## src/rtl/collision_scheduler.sv

```systemverilog
// Round-robin scheduler for the three ball-pair collision events onto one velocity-update
// datapath. Samples detectors once per frame and applies a per-pair cooldown after each ack.
module collision_scheduler #(
  parameter int unsigned COOLDOWN_FRAMES = 4,
  parameter int unsigned CNT_W           = 3
) (
  input  logic       clk,
  input  logic       rst,
  input  logic       frame_tick,
  input  logic       hit_12,
  input  logic       hit_13,
  input  logic       hit_23,
  input  logic [2:0] dir_12,
  input  logic [2:0] dir_13,
  input  logic [2:0] dir_23,
  input  logic       upd_ack,
  output logic       upd_valid,
  output logic [1:0] upd_pair,
  output logic [2:0] upd_dir,
  output logic       sched_busy,
  output logic [7:0] ovr_cnt
);

  typedef enum logic [1:0] {StIdle, StArb, StIssue} state_e;

  state_e           state_q, state_d;
  logic [2:0]       pend_q, pend_d;
  logic [CNT_W-1:0] cool_q [3];
  logic [CNT_W-1:0] cool_d [3];
  logic [2:0]       dsave_q [3];
  logic [2:0]       dsave_d [3];
  logic [1:0]       last_grant_q, last_grant_d;
  logic [1:0]       pair_q, pair_d;
  logic [2:0]       dir_q, dir_d;
  logic             valid_q, valid_d;
  logic [7:0]       ovr_q, ovr_d;

  logic [2:0] hit;
  logic [2:0] dir_in [3];
  logic [2:0] sample_pend;
  logic [1:0] rr1, rr2, arb_grant;
  logic       ack_hs;

  assign hit       = {hit_23, hit_13, hit_12};
  assign dir_in[0] = dir_12;
  assign dir_in[1] = dir_13;
  assign dir_in[2] = dir_23;
  assign ack_hs    = (state_q == StIssue) && upd_ack;

  // Eligibility uses the cooldown value before this tick's decrement.
  always_comb begin
    sample_pend = '0;
    for (int i = 0; i < 3; i++) begin
      sample_pend[i] = hit[i] && (cool_q[i] == '0);
    end
  end

  // Search order is last_grant+1, last_grant+2, then last_grant itself (mod 3).
  always_comb begin
    rr1 = (last_grant_q == 2'd2) ? 2'd0 : last_grant_q + 2'd1;
    rr2 = (rr1 == 2'd2) ? 2'd0 : rr1 + 2'd1;
    if (pend_q[rr1]) begin
      arb_grant = rr1;
    end else if (pend_q[rr2]) begin
      arb_grant = rr2;
    end else begin
      arb_grant = last_grant_q;
    end
  end

  // Cooldowns tick down in every state; a reload on ack wins over the decrement.
  always_comb begin
    for (int i = 0; i < 3; i++) begin
      cool_d[i] = cool_q[i];
      if (frame_tick && (cool_q[i] != '0)) begin
        cool_d[i] = cool_q[i] - 1'b1;
      end
      if (ack_hs && (pair_q == 2'(i))) begin
        cool_d[i] = CNT_W'(COOLDOWN_FRAMES);
      end
    end
  end

  always_comb begin
    state_d      = state_q;
    pend_d       = pend_q;
    dsave_d      = dsave_q;
    last_grant_d = last_grant_q;
    pair_d       = pair_q;
    dir_d        = dir_q;
    valid_d      = valid_q;
    ovr_d        = ovr_q;

    if (frame_tick && (state_q != StIdle) && (ovr_q != 8'hff)) begin
      ovr_d = ovr_q + 8'd1;
    end

    unique case (state_q)
      StIdle: begin
        if (frame_tick) begin
          pend_d = sample_pend;
          for (int i = 0; i < 3; i++) begin
            dsave_d[i] = dir_in[i];
          end
          if (sample_pend != '0) begin
            state_d = StArb;
          end
        end
      end
      StArb: begin
        pair_d  = arb_grant;
        dir_d   = dsave_q[arb_grant];
        valid_d = 1'b1;
        state_d = StIssue;
      end
      StIssue: begin
        if (upd_ack) begin
          pend_d[pair_q] = 1'b0;
          last_grant_d   = pair_q;
          valid_d        = 1'b0;
          state_d        = ((pend_q & ~(3'b001 << pair_q)) != '0) ? StArb : StIdle;
        end
      end
      default: begin
        state_d = StIdle;
        valid_d = 1'b0;
      end
    endcase
  end

  always_ff @(posedge clk or negedge rst) begin
    if (!rst) begin
      state_q      <= StIdle;
      pend_q       <= '0;
      last_grant_q <= 2'd2;
      pair_q       <= '0;
      dir_q        <= '0;
      valid_q      <= 1'b0;
      ovr_q        <= '0;
      for (int i = 0; i < 3; i++) begin
        cool_q[i]  <= '0;
        dsave_q[i] <= '0;
      end
    end else begin
      state_q      <= state_d;
      pend_q       <= pend_d;
      last_grant_q <= last_grant_d;
      pair_q       <= pair_d;
      dir_q        <= dir_d;
      valid_q      <= valid_d;
      ovr_q        <= ovr_d;
      for (int i = 0; i < 3; i++) begin
        cool_q[i]  <= cool_d[i];
        dsave_q[i] <= dsave_d[i];
      end
    end
  end

  assign upd_valid  = valid_q;
  assign upd_pair   = pair_q;
  assign upd_dir    = dir_q;
  assign sched_busy = (state_q != StIdle);
  assign ovr_cnt    = ovr_q;

endmodule

```

## config.mk

```make
export PLATFORM = sky130hd
export DESIGN_NAME = collision_scheduler
export DESIGN_NICKNAME = d
export VERILOG_FILES = /design/src/rtl/collision_scheduler.sv
export SDC_FILE = /design/constraint.sdc
export NUM_CORES = 1
export LEC_CHECK = 0
export ABC_CLOCK_PERIOD_IN_PS = 2150
export BUFFER_PORTS_ARGS = -buffer_cell sky130_fd_sc_hd__buf_2
export CAP_MARGIN = 20
export CORE_MARGIN = 2
export CORE_UTILIZATION = 56
export DETAILED_ROUTE_END_ITERATION = 8
export HOLD_SLACK_MARGIN = 0.1
export PLACE_DENSITY = 0.77
export SETUP_SLACK_MARGIN = 0.05
export SKIP_LAST_GASP = 1
export SLEW_MARGIN = 20
export SYNTH_ARGS = -nofsm -noshare
export SYNTH_HDL_FRONTEND = slang
export SYNTH_SLANG_ARGS = --single-unit
export TNS_END_PERCENT = 100
```

## constraint.sdc

```tcl
create_clock -name clk -period 2.15 [get_ports clk]
set_clock_uncertainty 0.15 [all_clocks]
set_input_delay 0.215 -clock clk [delete_from_list [all_inputs] [get_ports clk]]
set_output_delay 0.215 -clock clk [all_outputs]
set_load 0.02 [all_outputs]
```

Word-level counts from Yosys, hierarchy flattened --
Index checks and enable logic that the tools add are counted.
Storage, ports and cells: register bits after elaboration 39, latch bits 0, memory bits (writable) 0, ROM bits 0, bits of input ports 16, output and inout port bits 15, logic and storage cells 103, memories 0
Operators by class: add/subtract/negate cells 6, $mul 0, divide/modulo/power cells 0, order comparisons 5, equal/unequal tests 10, shift operators 1, multiplexer cells 29, bitwise gates (word level) 6, reductions and logical operators 33
Operators by type and width (number):
- 3-bit 2-to-1 mux | 10
- 3-bit nonzero test | 5
- 2-bit 2-to-1 mux | 7
- 1-bit logical AND | 13
- 2-bit nonzero test | 5
- 3-bit zero test | 3
- 2-bit by 3-bit less-than comparator with 1-bit output, second input constant | 3
- 3-bit by 1-bit subtractor with 3-bit output, second input constant | 3
- 8-bit by 1-bit adder with 8-bit output, second input constant | 1
- 2-bit == test, second input constant | 4
- 8-bit inequality test, second input constant | 1
- 3-bit AND | 2
- 3-bit binary-select mux with 2-bit select | 1
- 2-bit inequality test, second input constant | 3
- 3-bit NOT | 2
- 2-bit one-hot mux with 3 select lines | 1
- 3-bit one-hot mux with 2 select lines | 1
- 2-bit AND reduction | 3
- 3-bit AND reduction | 2
- 1-bit 2-to-1 mux | 5
- 2-bit by 1-bit adder with 2-bit output, second input constant | 2
- 1-bit binary-select mux with 2-bit select | 2
- 2-bit by 1-bit == test with 1-bit output, second input constant | 2
- 2-bit zero test | 2
- 7 further kinds | 7

Longest topological paths before layout --
Gate-level depths: netlist (run 1).
word-level depth 12, gate-level depth with buffers 6, depth with buffers taken out 6

Worst setup path after synthesis (run 1) --
OpenSTA, ideal clock, no wires.
kind reg2reg, start register ovr_q[2], in the netlist ovr_cnt[2], end register ovr_q[1], in the netlist ovr_cnt[1], setup time 0.125 ns, data arrival time 1.356 ns, data required time 1.875 ns, path slack 0.519 ns, cell stages (with the launch flop) 5, path buffers 0, period minus slack after synthesis 1.631 ns, path through dfrtp_1 -> and4_4 -> nand4_4 -> nor2b_4 -> mux2_4
On the way: longest elaborated chain between the ends 2
Ends and longest elaborated chain:
- start: declaration | line 36 | logic [7:0] ovr_q, ovr_d;
- start signal: assignment | line 151 | ovr_q <= ovr_d;
- 8-bit inequality test | line 94 | if (frame_tick && (state_q != StIdle) && (ovr_q != 8'hff)) begin
- 1-bit logical AND | line 94
Every way passes these cells. A chain may end at the register's enable or synchronous reset.

Final worst setup path (run 1) --
start register state_q[1], end output port sched_busy
On the way: longest elaborated chain between the ends 1
Ends and longest elaborated chain:
- start: declaration | line 26 | state_e state_q, state_d;
- start signal: assignment | line 133 | state_q <= StIdle;
- start signal: assignment | line 145 | state_q <= state_d;
- 2-bit nonzero test | line 162 | assign sched_busy = (state_q != StIdle);
- end: declaration | line 20 | output logic sched_busy,
Every way passes these cells.

==> flow_summary.ini, run 1 <==
[outcome]
status = completed

[synthesis]
muxShareOfSynthArea_pct = 5.744
synth_top_cell_by_area = dfrtp_1
synth.net_count = 217
post_synth_instance_area_mm2 = 0.002026
synthAdderAreaFrac_pct = 4.324
yosysMostFrequentCell = dfrtp_1
synthTopCellsByArea = dfrtp_1, mux2_2, ha_1
synth-edff-count = 0
synth_area_per_cell_um2 = 10.44
netlist_instances = 194
synth_seq_area_share_pct = 48.24
synth-main-ff-cell = dfrtp_1
yosys.area_share.simple_pct = 18.34
async_flop_share_pct = 100.0
yosys.area_share.xor_xnor_pct = 3.459
yosysUniqueCellTypes = 46
synth_top_family_by_area = simple AND/OR/NAND/NOR gates
yosysWarnings = 0
synth_top_area_share_pct = 46.94
yosys-top-cells-count = dfrtp_1, inv_1, nand2_1
synth_compound_area_share_pct = 15.63
synth_seq_cells = 39

[floorplanning]
die_area_mm2 = 0.004115
initial_core_util_pct = 59.30
core_mm2 = 0.003416
die_w_um = 64.15
num_rows = 21
io_pins = 31
die_y_um = 64.15

[finish]
nNetsFinal = 262
final_cells = 286
area_growth_pct = 18.34
antenna_cells = 0
drive_gt1_share_pct = 24.58

[sta]
slew_headroom_pct = 43.69
worstMarginPinSlew_ps = 844.6
rsz0062_at_grt = no
fin_crit_ps = 1658
report.final.slew_viol_count = 0
layout_setup_ws_ps = 491.9
fmax_mhz = 603.1
hold_viol = 0
fin_setup_tns_ps = 0
finalSetupViolations = 0
finalCritPeriodShare_pct = 77.12

[detailed_routing]
first_pass_iters = 4
vias_per_cell = 5.531
vias = 1582
wire_per_inst_um = 14.58
drt_iter0_markers = 96
drc = 0
wl_mm = 4.171
antenna_left = 0

[clocking]
cts_num_sinks = 39
cts_buffers = 5
cts_tree = done
htreeDepth = 2
clockBufferDepth = 2
clkTransAtPathRegs_ps = 110
clockRootBuffer = clkbuf_4
clk_latency_ps = 350

[critical_path]
cp_max_fo = 11
worstPathArrival_ps = 1290
required_ps = 1780
worstSetupPathType = reg -> out
worstSetupStartpointType = flip-flop
critPathCaptureType = output pin

[global_route]
grt_max_degree = 40
grt_pass1_wl_mm = 7.548
grt_pass1_vias = 1594
antenna_found_initial = 0
grt_overflow_total = 0
grt_usage_pct = 24.14

[placement]
dp_slack_ps = 557.4
io_buffers = 30
gp_congestion = 0.7936
dp_hpwl_mm = 2.999
place_inst = 264

[power]
irDropWorstVdd_mv = 0.7189
p_per_area_mw_per_mm2 = 1304
p_leak_uw = 0.001091

[worst_hold_path]
hp-class = in -> reg

[job]
cap_violations = 0
-- worst max-delay path, cell delays in order (launching register included) --
cell and delay, ps:
dfrtp_1 550, nor2_4 180, inv_1 70, buf_2 160
-- metal layers --
metal,global-route usage [%],vias up,wire length [µm]
li1,-,777,-
met1,28.06,768,1724
met2,42.84,32,2227
met3,7.218,5,156
met4,7.181,0,62
met5,0,-,0
-- per-stage QoR --
step / utilization [%] / hold slack (ps) / instance area (µm²) / power, µW
6_report: 70.18 / 148.6 / 2397 / 3127
5_1_grt: 70.18 / 152.6 / 2397 / 3422
4_1_cts: 70.18 / 136.8 / 2397 / 3148
3_5_place_dp: 64.51 / 214.0 / 2203 / 2761
3_3_place_gp: 64.51 / 201.7 / 2203 / 2644
2_1_floorplan: - / -230.6 / 2026 / 2378
-- sequential cells by signal (all words and copies together), names as in the netlist --
signal and flops:
ovr_cnt 8, cool_q 9, state_q 2, dsave_q 9
upd_valid 1, pend_q 3, last_grant_q 2, upd_pair 2
upd_dir 3
-- worst paths after layout --
check	end	start	depth (start not counted)	slack [ps]
min in group asynchronous	ovr_cnt[4]	rst	2	340
worst max-delay path	sched_busy	state_q[1]	3	490
worst max register to register	upd_dir[1]	last_grant_q[1]	4	510
worst min-delay path	cool_q[1]	frame_tick	2	150
worst min register to register	upd_valid	upd_valid	1	340
max in group asynchronous	cool_q[1]	rst	2	980
-- power by group --
| part | internal (µW) | total (µW) | switching [µW] |
|---|---|---|---|
| combinational | 622 | 1390 | 768 |
| clock | 126 | 364 | 238 |
| sequential | 1060 | 1370 | 313 |
| total | 1810 | 3130 | 1320 |
-- placed cells by master (no fill, tap or decap), types with 6 or more instances in the layout --
cell	synthesis	layout
mux2_2	9	9
nor2_1	12	12
a21oi_1	8	8
inv_1	15	15
buf_2	3	30
xnor2_1	6	6
nand2_1	14	14
o21ai_0	13	13
dlygate4sd3_1	0	14
dfrtp_1	38	38
ha_1	7	7
-- cell families after synthesis --
group	Yosys count
and+or+nand+nor	63
AOI/OAI and AO/OA	46
DFF	39
buffers and inverters	21
muxes	10
xor gates and xnor gates	8
adders and majority gates	7
-- layout make-up --
type / instances / area (µm²)
Multi-Input combinational cell: 134 / 962.2
Tap cell: 46 / 57.56
Fill cell: 256 / 1018
Sequential cell: 39 / 977.2
Clock inverter: 2 / 12.51
Timing Repair Buffer: 44 / 290.3
Inverter: 15 / 56.30
Clock buffer: 6 / 41.29
-- repair_timing --
action / CTS / global route
setup endpoints to repair: 0 / 0
resized for setup: 0 / 0
endpoints found under the hold margin: 52 / 0
buffers inserted: 0 / 0
hold buffers: 14 / 0
No activity file was read; power rests on OpenSTA's default activity.
==> run 2, diff against run 1 <==
--- a/config.mk
+++ b/config.mk
@@ -5,7 +5,8 @@
 export SDC_FILE = /design/constraint.sdc
 export NUM_CORES = 1
 export LEC_CHECK = 0
-export ABC_CLOCK_PERIOD_IN_PS = 2150
+export ABC_AREA = 1
+export ABC_CLOCK_PERIOD_IN_PS = 1600
 export BUFFER_PORTS_ARGS = -buffer_cell sky130_fd_sc_hd__buf_2
 export CAP_MARGIN = 20
 export CORE_MARGIN = 2
==> constraint.sdc (replaced) <==
create_clock -name clk -period 1.6 [get_ports clk]
set_clock_uncertainty 0.15 [all_clocks]
set_input_delay 0.16 -clock clk [delete_from_list [all_inputs] [get_ports clk]]
set_output_delay 0.16 -clock clk [all_outputs]
set_load 0.02 [all_outputs]
==> flow_summary.ini, run 2 <==
[outcome]
status = finished, violations left
violations = setup timing

[clocking]
htreeDepth = 2
cts_tree = done
clockBufferDepth = 2
clkTransAtPathRegs_ps = 80
cts_num_sinks = 39
cts_buffers = 5
clockRootBuffer = clkbuf_8
clk_latency_ps = 290

[sta]
whs_ps = 144.6
slew_headroom_pct = 76.45
fmax_mhz = 606.9
finalCritPeriodShare_pct = 103.0
rsz0062_at_grt = yes
worstMarginPinSlew_ps = 352.3
report.final.slew_viol_count = 0
layout_setup_ws_ps = -47.68
finalSetupViolations = 4
hold_viol = 0
fin_setup_tns_ps = -97.83
fin_crit_ps = 1648

[critical_path]
critPathBufInv = 2
r2r_cells = 10
cp_slowest_cell = dfstp_2
path_cells = inv_4, nand3_4, nand2_4, nor2_1, nand2_1, nand2_2, nand4_1, nand2_1, inv_2, a21oi_2
critPathMaxStageDelay_ps = 600
rrSetupSlack_ps = -50
r2r-start = last_grant_q[1]
endpoint = upd_dir[0]
required_ps = 1670
cp_top_family = simple AND/OR/NAND/NOR gates
cp.depth = 10
r2r-end = upd_dir[0]
worstSetupPathType = reg -> reg
cp_max_fo = 4
worstSetupStartpointType = flip-flop
critPathCaptureType = flip-flop
worstPathArrival_ps = 1720
setup.worst_path.start = last_grant_q[1]
crit_top_cell = nand2_1

[global_route]
grt_usage_pct = 22.77
grt_max_degree = 21
grt_overflow_total = 0
grt_pass1_vias = 1698
antenna_found_initial = 0
grt_pass1_wl_mm = 7.410

[detailed_routing]
wire_per_inst_um = 12.69
wl_mm = 4.619
drt_iter0_markers = 156
drc = 0
vias_per_cell = 5.052
antenna_left = 0
first_pass_iters = 4
vias = 1839

[job]
cap_violations = 0

[synthesis]
synth-edff-count = 0
yosysUniqueCellTypes = 28
async_flop_share_pct = 100.0
synth_area_per_cell_um2 = 8.271
synth-main-ff-cell = dfrtp_1
yosysWarnings = 0
synth_seq_cells = 39
yosys-top-cells-count = nand2_1, dfrtp_1, inv_1
synth_seq_area_share_pct = 47.45
yosysMostFrequentCell = nand2_1
synth_top_area_share_pct = 46.17
synth_top_cell_by_area = dfrtp_1
post_synth_instance_area_mm2 = 0.002059
synthTopCellsByArea = dfrtp_1, nand2_1, inv_1
synth.net_count = 272
netlist_instances = 249

[finish]
nNetsFinal = 338
final_cell_mix = nand2_1, dfrtp_1, buf_2, inv_1
antenna_cells = 0
drive_gt1_share_pct = 36.71
finalCoreUtilization_pct = 77.00
final_cells = 364
final_common_cell = nand2_1
area_growth_pct = 34.81

[placement]
gp_congestion = 0.8405
io_buffers = 30
dp_hpwl_mm = 3.034
place_inst = 333

[floorplanning]
core_mm2 = 0.003606
num_rows = 22
die_w_um = 64.65
io_pins = 31
die_area_mm2 = 0.004179
initial_core_util_pct = 57.11
die_y_um = 64.65

[power]
irDropWorstVdd_mv = 0.9448
p_per_area_mw_per_mm2 = 1961
power.total_uw = 5446
p_leak_uw = 0.001380

[worst_hold_path]
hp-class = in -> reg
[run 2: how the worst min path moves through the flow]
stage	slack [ps]	depth (start not counted)	to	startpoint
CTS	150	5	pend_q[2]	hit_23
floorplan	-290	0	cool_q[0]	rst
global placement	-200	1	ovr_cnt[2]	rst
finish	140	5	pend_q[2]	hit_23
global route	210	5	pend_q[2]	hit_23
detailed placement	-190	1	ovr_cnt[2]	rst
[run 2: cell type report]
type                       instances  area (µm²)
clock buffer                       5       68.82
clock inverter                     3       43.79
fill                             243       829.5
inverter                          42       167.7
multi-input combinational        167        1036
sequential                        39       980.9
tap                               48       60.06
timing repair buffer              60       419.2
[run 2: worst register-to-register path: stages, from the launching register on]
cell,delay (ps)
dfstp_2,600
inv_4,70
nand3_4,70
nand2_4,60
nor2_1,100
nand2_1,70
nand2_2,110
nand4_1,110
nand2_1,100
inv_2,40
a21oi_2,110
[run 2: timing repair]
item / in CTS / in global routing
hold buffers: 13 / 0
buffers inserted: 1 / 9
pin swaps: 3 / 15
cloned: 0 / 0
hold endpoints to repair: 51 / 0
endpoints found under the setup margin: 6 / 20
gates resized for setup: 4 / 32
[run 2: kinds of logic (layout without fill, tap and decap cells)]
family	after synthesis	after routing	share of synthesized area (%)
AOI/OAI and AO/OA	35	35	9.113
adders and majority gates	7	7	4.253
xor gates and xnor gates	7	7	2.977
DFF	39	39	47.45
buffers and inverters	43	110	7.958
muxes	1	1	0.5467
and+or+nand+nor	117	117	27.70
[run 2: per-layer routing]
layer | GRT usage [%] | up-vias | wire length [µm]
met5 | 0 | - | 0
met3 | 4.514 | 4 | 143
met4 | 4.787 | 0 | 38
met2 | 38.54 | 37 | 2256
li1 | - | 924 | -
met1 | 30.52 | 874 | 2182
[run 2: through the flow]
step | setup WS, ps | cell area (µm²)
after floorplan | 32.44 | 2072
after global placement | 52.97 | 2330
after detailed placement | 3.876 | 2330
after CTS | 6.324 | 2596
after global routing | -128.6 | 2776
final | -47.68 | 2776
[run 2: where the power goes]
part           total (µW)  internal [µW]  switching [µW]
clock network         824            464             359
registers            1810           1440             367
logic                2820           1110            1710
